$ cat config.mk
export PLATFORM = sky130hd
export DESIGN_NAME = keypad_bcd_entry
export DESIGN_NICKNAME = d
export VERILOG_FILES = /design/src/rtl/keypad_pkg.sv /design/src/rtl/keypad_bcd_entry_sync.sv /design/src/rtl/keypad_bcd_entry.sv
export SDC_FILE = /design/constraint.sdc
export NUM_CORES = 1
export LEC_CHECK = 0
export ABC_AREA = 0
export CORE_MARGIN = 2
export CORE_UTILIZATION = 57
export CTS_BUF_LIST = sky130_fd_sc_hd__clkbuf_8 sky130_fd_sc_hd__clkbuf_16
export DETAILED_ROUTE_END_ITERATION = 10
export PLACE_DENSITY_LB_ADDON = 0.12
export REMOVE_ABC_BUFFERS = 1
export SLEW_MARGIN = 0
export SYNTH_ARGS = -nofsm -noshare
export SYNTH_HDL_FRONTEND = slang
export SYNTH_HIERARCHICAL = 1
export SYNTH_SLANG_ARGS = --single-unit
$ cat constraint.sdc
create_clock -name clk -period 2.9 [get_ports clk]
set_input_delay 0.58 -clock clk [delete_from_list [all_inputs] [get_ports clk]]
set_output_delay 0.58 -clock clk [all_outputs]
set_load 0.01 [all_outputs]
$ cat src/rtl/keypad_pkg.sv
// keypad_pkg
// Shared types and constants for the keypad BCD entry block:
//   - FSM state encoding
//   - codes for the non-decimal keys
//   - key_map(): (row index, column index) -> 4-bit key code
package keypad_pkg;

    typedef enum logic [1:0] {
        SCAN     = 2'd0,
        DEBOUNCE = 2'd1,
        HELD     = 2'd2
    } state_e;

    localparam logic [3:0] KEY_A    = 4'd10;
    localparam logic [3:0] KEY_B    = 4'd11;
    localparam logic [3:0] KEY_C    = 4'd12;
    localparam logic [3:0] KEY_D    = 4'd13;
    localparam logic [3:0] KEY_STAR = 4'd14;
    localparam logic [3:0] KEY_HASH = 4'd15;

    // Physical layout:
    //   r0: 1 2 3 A
    //   r1: 4 5 6 B
    //   r2: 7 8 9 C
    //   r3: * 0 # D
    function automatic logic [3:0] key_map(input logic [1:0] row, input logic [1:0] col);
        logic [3:0] code;
        case ({row, col})
            4'b00_00: code = 4'd1;
            4'b00_01: code = 4'd2;
            4'b00_10: code = 4'd3;
            4'b00_11: code = KEY_A;
            4'b01_00: code = 4'd4;
            4'b01_01: code = 4'd5;
            4'b01_10: code = 4'd6;
            4'b01_11: code = KEY_B;
            4'b10_00: code = 4'd7;
            4'b10_01: code = 4'd8;
            4'b10_10: code = 4'd9;
            4'b10_11: code = KEY_C;
            4'b11_00: code = KEY_STAR;
            4'b11_01: code = 4'd0;
            4'b11_10: code = KEY_HASH;
            default:  code = KEY_D;
        endcase
        return code;
    endfunction

endpackage

$ cat src/rtl/keypad_bcd_entry_sync.sv
// sync_2ff
// Four-bit two-flop synchroniser for the keypad row inputs. Both stages
// reset to 1 so an idle (all-high) keypad is seen during and after reset.
//   clk  : system clock
//   rst  : asynchronous active-high reset
//   d_i  : asynchronous input bits
//   q_o  : synchronised output bits
module sync_2ff (
    input  logic       clk,
    input  logic       rst,
    input  logic [3:0] d_i,
    output logic [3:0] q_o
);

    logic [3:0] meta_q;
    logic [3:0] sync_q;

    always_ff @(posedge clk or posedge rst) begin
        if (rst) begin
            meta_q <= 4'hF;
            sync_q <= 4'hF;
        end else begin
            meta_q <= d_i;
            sync_q <= meta_q;
        end
    end

    assign q_o = sync_q;

endmodule

$ cat src/rtl/keypad_bcd_entry.sv
// keypad_bcd_entry
// Scans a 4x4 active-low matrix keypad one column at a time, debounces the
// pressed key, emits a one-cycle key event and shifts decimal keys into a
// 4-digit packed-BCD register (C clears, B deletes the newest digit).
//   clk       : system clock
//   rst       : asynchronous active-high reset
//   row_n     : keypad rows, active-low, asynchronous to clk
//   col_n     : column drive, active-low, one-cold
//   bcd       : entered digits, [3:0] newest
//   key_code  : code of the last accepted key
//   key_valid : one-cycle pulse per accepted key
//
// state    | meaning
// SCAN     | rotating the column drive, waiting for any row low
// DEBOUNCE | column held, counting consecutive samples of the same row
// HELD     | key accepted, column held until all rows stay high long enough
module keypad_bcd_entry
    import keypad_pkg::*;
#(
    parameter int SCAN_DIV     = 50000,
    parameter int DEBOUNCE_CNT = 20
) (
    input  logic        clk,
    input  logic        rst,
    input  logic [3:0]  row_n,
    output logic [3:0]  col_n,
    output logic [15:0] bcd,
    output logic [3:0]  key_code,
    output logic        key_valid
);

    localparam int SLOT_W = $clog2(SCAN_DIV);
    localparam int CNT_W  = $clog2(DEBOUNCE_CNT + 1);
    localparam logic [SLOT_W-1:0] SLOT_LAST = SLOT_W'(SCAN_DIV - 1);
    localparam logic [CNT_W-1:0]  CNT_DONE  = CNT_W'(DEBOUNCE_CNT);
    localparam logic [CNT_W-1:0]  CNT_ONE   = CNT_W'(1);

    logic [3:0]        row_s;
    logic [SLOT_W-1:0] slot_q;
    state_e            state_q, state_d;
    logic [3:0]        col_q, col_d;
    logic [1:0]        row_idx_q, row_idx_d;
    logic [1:0]        col_idx_q, col_idx_d;
    logic [CNT_W-1:0]  match_q, match_d;
    logic [CNT_W-1:0]  rel_q, rel_d;
    logic [15:0]       bcd_q, bcd_d;
    logic [3:0]        key_code_q, key_code_d;
    logic              key_valid_q, key_valid_d;

    logic       sample;
    logic       any_low;
    logic [1:0] low_idx;
    logic [1:0] cur_col_idx;
    logic [3:0] col_rot;
    logic       accept;
    logic [3:0] code;

    sync_2ff u_row_sync (
        .clk (clk),
        .rst (rst),
        .d_i (row_n),
        .q_o (row_s)
    );

    always_ff @(posedge clk or posedge rst) begin
        if (rst) begin
            slot_q <= '0;
        end else if (slot_q == SLOT_LAST) begin
            slot_q <= '0;
        end else begin
            slot_q <= slot_q + SLOT_W'(1);
        end
    end

    assign sample  = (slot_q == SLOT_LAST);
    assign any_low = ~&row_s;
    assign col_rot = {col_q[2:0], col_q[3]};

    // Lowest pressed row wins when several rows are low in one column.
    always_comb begin
        low_idx = 2'd3;
        if (!row_s[0])      low_idx = 2'd0;
        else if (!row_s[1]) low_idx = 2'd1;
        else if (!row_s[2]) low_idx = 2'd2;
    end

    always_comb begin
        case (col_q)
            4'b1110: cur_col_idx = 2'd0;
            4'b1101: cur_col_idx = 2'd1;
            4'b1011: cur_col_idx = 2'd2;
            default: cur_col_idx = 2'd3;
        endcase
    end

    always_comb begin
        state_d     = state_q;
        col_d       = col_q;
        row_idx_d   = row_idx_q;
        col_idx_d   = col_idx_q;
        match_d     = match_q;
        rel_d       = rel_q;
        bcd_d       = bcd_q;
        key_code_d  = key_code_q;
        key_valid_d = 1'b0;
        accept      = 1'b0;
        code        = key_map(row_idx_q, col_idx_q);

        if (sample) begin
            case (state_q)
                SCAN: begin
                    if (!any_low) begin
                        col_d = col_rot;
                    end else begin
                        row_idx_d = low_idx;
                        col_idx_d = cur_col_idx;
                        match_d   = CNT_ONE;
                        if (DEBOUNCE_CNT == 1) begin
                            accept  = 1'b1;
                            code    = key_map(low_idx, cur_col_idx);
                            rel_d   = '0;
                            state_d = HELD;
                        end else begin
                            state_d = DEBOUNCE;
                        end
                    end
                end
                DEBOUNCE: begin
                    if (any_low && (low_idx == row_idx_q)) begin
                        match_d = match_q + CNT_ONE;
                        if ((match_q + CNT_ONE) == CNT_DONE) begin
                            accept  = 1'b1;
                            rel_d   = '0;
                            state_d = HELD;
                        end
                    end else begin
                        match_d = '0;
                        col_d   = col_rot;
                        state_d = SCAN;
                    end
                end
                HELD: begin
                    if (any_low) begin
                        rel_d = '0;
                    end else if ((rel_q + CNT_ONE) == CNT_DONE) begin
                        rel_d   = '0;
                        match_d = '0;
                        col_d   = col_rot;
                        state_d = SCAN;
                    end else begin
                        rel_d = rel_q + CNT_ONE;
                    end
                end
                default: state_d = SCAN;
            endcase
        end

        if (accept) begin
            key_valid_d = 1'b1;
            key_code_d  = code;
            if (code <= 4'd9) begin
                bcd_d = {bcd_q[11:0], code};
            end else if (code == KEY_C) begin
                bcd_d = 16'h0000;
            end else if (code == KEY_B) begin
                bcd_d = {4'h0, bcd_q[15:4]};
            end
        end
    end

    always_ff @(posedge clk or posedge rst) begin
        if (rst) begin
            state_q     <= SCAN;
            col_q       <= 4'b1110;
            row_idx_q   <= '0;
            col_idx_q   <= '0;
            match_q     <= '0;
            rel_q       <= '0;
            bcd_q       <= 16'h0000;
            key_code_q  <= 4'h0;
            key_valid_q <= 1'b0;
        end else begin
            state_q     <= state_d;
            col_q       <= col_d;
            row_idx_q   <= row_idx_d;
            col_idx_q   <= col_idx_d;
            match_q     <= match_d;
            rel_q       <= rel_d;
            bcd_q       <= bcd_d;
            key_code_q  <= key_code_d;
            key_valid_q <= key_valid_d;
        end
    end

    assign col_n     = col_q;
    assign bcd       = bcd_q;
    assign key_code  = key_code_q;
    assign key_valid = key_valid_q;

endmodule

==> results of run 1 <==
==> power groups by stage <==
stage                     combinational (mW)  sequential, mW  clock (mW)
after floorplan                       0.0179           0.937           0
after global placement                0.0336           0.938           0
after detailed placement              0.0341           0.938           0
after CTS                             0.0341           0.922       0.791
after global routing                  0.0384           0.922       0.822
final                                 0.0323           0.922       0.771
==> per-stage QoR <==
stage / setup WS, ns / instances / cell area, µm²
after floorplan: 0.189 / 311 / 3390
after global placement: 0.455 / 424 / 3860
after detailed placement: 0.383 / 424 / 3860
after CTS: 0.380 / 440 / 4070
after global routing: 0.158 / 440 / 4070
final: 0.386 / 440 / 4070
==> path summary, 6_finish.rpt <==
kind / endpoint / start / slack [ns]
setup / recovery: bcd[10] / col_idx_q[0] / 0.39
hold / removal: u_row_sync/q_o[0] / u_row_sync/meta_q[0] / 0.36
setup reg to reg: bcd[10] / col_idx_q[0] / 0.39
hold reg to reg: u_row_sync/q_o[0] / u_row_sync/meta_q[0] / 0.36
max in group asynchronous: col_n[1] / rst / 1.63
min in group asynchronous: rel_q[2] / rst / 0.64
==> Yosys cell counts (all sizes together), types with 2 or more instances <==
master,number,area (µm²)
dfrtp,54,1350
mux4,2,48.8
nand4,3,18.8
nor2,21,78.8
nand3,19,95.1
and3,5,31.3
nor4bb,3,30.0
buf,3,27.5
and4,4,35.0
a32o,7,70.1
or4,2,15.0
a211oi,2,15.0
mux2,20,233
a21boi,2,15.0
ha,14,175
a21oi,11,55.1
xor2,11,96.3
dfstp,11,289
nand2,26,97.6
xnor2,5,43.8
a31oi,2,12.5
a21o,2,15.0
mux2i,14,140
nor3,5,25.0
a22oi,2,20.0
a22o,2,17.5
o22ai,2,12.5
o211ai,2,15.0
o21ai,15,75.1
a2111oi,2,36.3
clkbuf,4,15.0
nand2b,3,18.8
inv,24,90.1
==> final cells by class <==
type,instances,area (µm²),share of cell area (%)
clock buffer,15,206,5.07
clock inverter,1,5.00,0.123
inverter,24,90.1,2.21
multi-input combinational,222,1660,40.9
sequential,65,1640,40.3
tap,75,93.8,2.30
timing repair buffer,38,373,9.16
==> sequential cells by signal, indices dropped and copies added (netlist names), 2 cells and up <==
name	cells
col_idx_q	2
bcd	16
u_row_sync/meta_q	4
row_idx_q	2
u_row_sync/q_o	4
slot_q	16
state_q	2
col_n	4
rel_q	5
match_q	5
key_code	4
==> placed cells by master, fill, tap and decap left out, types with 3 or more instances in the layout <==
master,Yosys,layout
and4_1,4,4
nor3_1,5,5
nand3_1,19,19
o21ai_0,13,13
dfstp_2,11,11
a21oi_1,11,11
and3_1,5,5
nand4_1,3,3
a32o_1,7,7
nor2_1,21,21
mux2i_1,14,14
ha_1,14,14
nand2b_1,3,3
nand2_1,26,26
mux2_2,18,18
xor2_1,11,11
buf_4,0,7
clkbuf_8,0,15
dfrtp_1,54,54
clkdlybuf4s50_1,0,30
nor4bb_1,3,3
inv_1,24,23
xnor2_1,5,5
==> routing by layer <==
layer / share of wire (%) / GRT usage [%] / up-vias
met3: 2.9 / 4.29 / 7
met2: 47 / 32.5 / 44
met1: 48 / 28.3 / 1221
met5: 0 / 0 / -
li1: - / - / 1229
met4: 1.5 / 8.67 / 0
==> cell families (layout without fill, tap and decap cells) <==
kind of cell | after synthesis | after routing | synth area share [%]
DFF | 65 | 65 | 47.7
xor gates and xnor gates | 16 | 16 | 4.08
and+or+nand+nor | 99 | 99 | 14.8
adders and majority gates | 14 | 14 | 5.10
muxes | 36 | 36 | 12.3
AOI/OAI and AO/OA | 57 | 57 | 12.2
buffers and inverters | 31 | 78 | 3.86
==> results_dict.tcl, run 1 <==
set metrics [dict create \
    outcome "finished clean" \
    crit_path_start_kind "flop" \
    post_synth_inst_count 318 \
    max-vdd-ir-drop_uv 388 \
    detail_route.iter0.violations 133 \
    grt_first_pass_wirelength_um 10600 \
    internal_power_mw 1.38 \
    grt_setup_unrepaired "no" \
    antennaDiodeCount 0 \
    worstPathCellList "inv_1 > ha_1 > inv_1 > mux4_1 > mux2i_1 > a2111oi_4 > buf_4 > mux2_2" \
    critPathBufInv 3 \
    crit_path_max_fanout 16 \
    grt_antenna_before_repair 0 \
    cts.sink_count 65 \
    drtPass1Iterations 4 \
    cts_tree "done" \
    cts_hold_repair.buffers 0 \
    swShare_pct 20.1 \
    setup_crit_path_kind "flop to flop" \
    cp_top_family "multiplexers" \
    skew_ns 0.00797 \
    synth_seq_cells 65 \
    drc 0 \
    fmax_mhz 398 \
    timing_max_transition_violations_final 0 \
    hp-class "flop to flop" \
    routedWlPerCell_um 14.4 \
    post_synth_edffs 0 \
    timing.critical_path.depth 8 \
    pwr_cell_area_mw_per_mm2 424 \
    postCtsSetupRepairBufs 0 \
    totalPowerFinal_mw 1.73 \
    die-height_um 81.7 \
    mappedNetlistArea_mm2 0.00344 \
    ctsResizeCount 0 \
    yosys_warning_total 6 \
    finish.net_count 380 \
    clock_insertion_delay_worst_skew_ns 0.34 \
    final.hold.worst_slack_ns 0.357 \
    timing.critical_path.arrival_ns 2.73 \
    slowest_delay_ns 0.45 \
    fraction_of_registers_with_async_set_or_reset_after_synthesis_pct 100 \
    routed_wire_length_um 6360 \
    ctsLongestPathBuffers 2 \
    cp_data_required_time_ns 3.12 \
    share_comb_of_total_power_pct 1.9 \
    grt_max_degree 35 \
    power.leakage_nw 1.74 \
    route.antenna.remaining_nets 0 \
    core_region_area_mm2 0.00589 \
    setup_viol_count_final 0 \
    slew_headroom_pct 57.0 \
    critical_path.endpoint_type "flop" \
    post-route-period-util_pct 86.7 \
    initial_core_util_pct 58.4 \
    final-hold-violation-count 0 \
    synth.lib_cells_used.distinct 53 \
    nFillCells 439 \
    grt_util_all_layers_pct 20.8 \
    cts_inserted_buffers 9 \
    synth_top_flop_cell "dfrtp_1" \
    fin_util_pct 69.2 \
    part_of_the_power_in_registers_pct 53.4 \
    via_count 2501 \
    switching_power_mw 0.347 \
    number_of_cell_instances_on_the_worst_register_to_register_path 8 \
    min_delay_path_depth 0 \
    grt_overflow_total 0 \
    ctsHtreeMaxLevel 3 \
    rows 28 \
    vias_per_cell 5.68 \
    critical-path-top-cell-by-count "inv_1" \
    post_synth.cell_area_avg_um2 10.8 \
    die_w_um 81.7 \
    dp_hpwl_um 4620 \
    setup_total_negative_slack_ns 0 \
    final_layout_size_suffix_gt1_share_pct 16.7 \
    first_global_vias 2340 \
    cts.root.buffer_cell "clkbuf_8" \
    transition_time_at_the_pin_with_the_least_slew_margin_ns 0.640 \
    io_pins 31 \
    die_area_mm2 0.00667 \
    max_cap_violations 0 \
    min_period_ns 2.51 \
    share_clk_of_total_power_pct 44.7 \
    area_growth_from_synthesis_to_layout_pct 18.5 \
    total_of_buffers_placed_on_input_and_output_ports 30 \
    portion_of_the_post_synthesis_area_used_by_sequential_elements_pct 47.7 \
    library_cell_contributing_the_largest_single_delay_on_the_critical_path "dfrtp_1" \
    cts.reportedPaths.clkPinSlew_ns 0.07 \
    gpl.final_weighted_congestion 0.828 \
]
No activity file was read; power rests on OpenSTA's default activity.
==> inputs of run 2 (changes only) <==
- CAP_MARGIN: default -> 15
==> results of run 2 <==
No change in the layout: final DEF, timing and power equal those of run 1.
==> inputs of run 3 (changes only) <==
- CTS_CLUSTER_DIAMETER: default -> 150
==> results of run 3 <==
No change in the layout: final DEF, timing and power equal those of run 1.
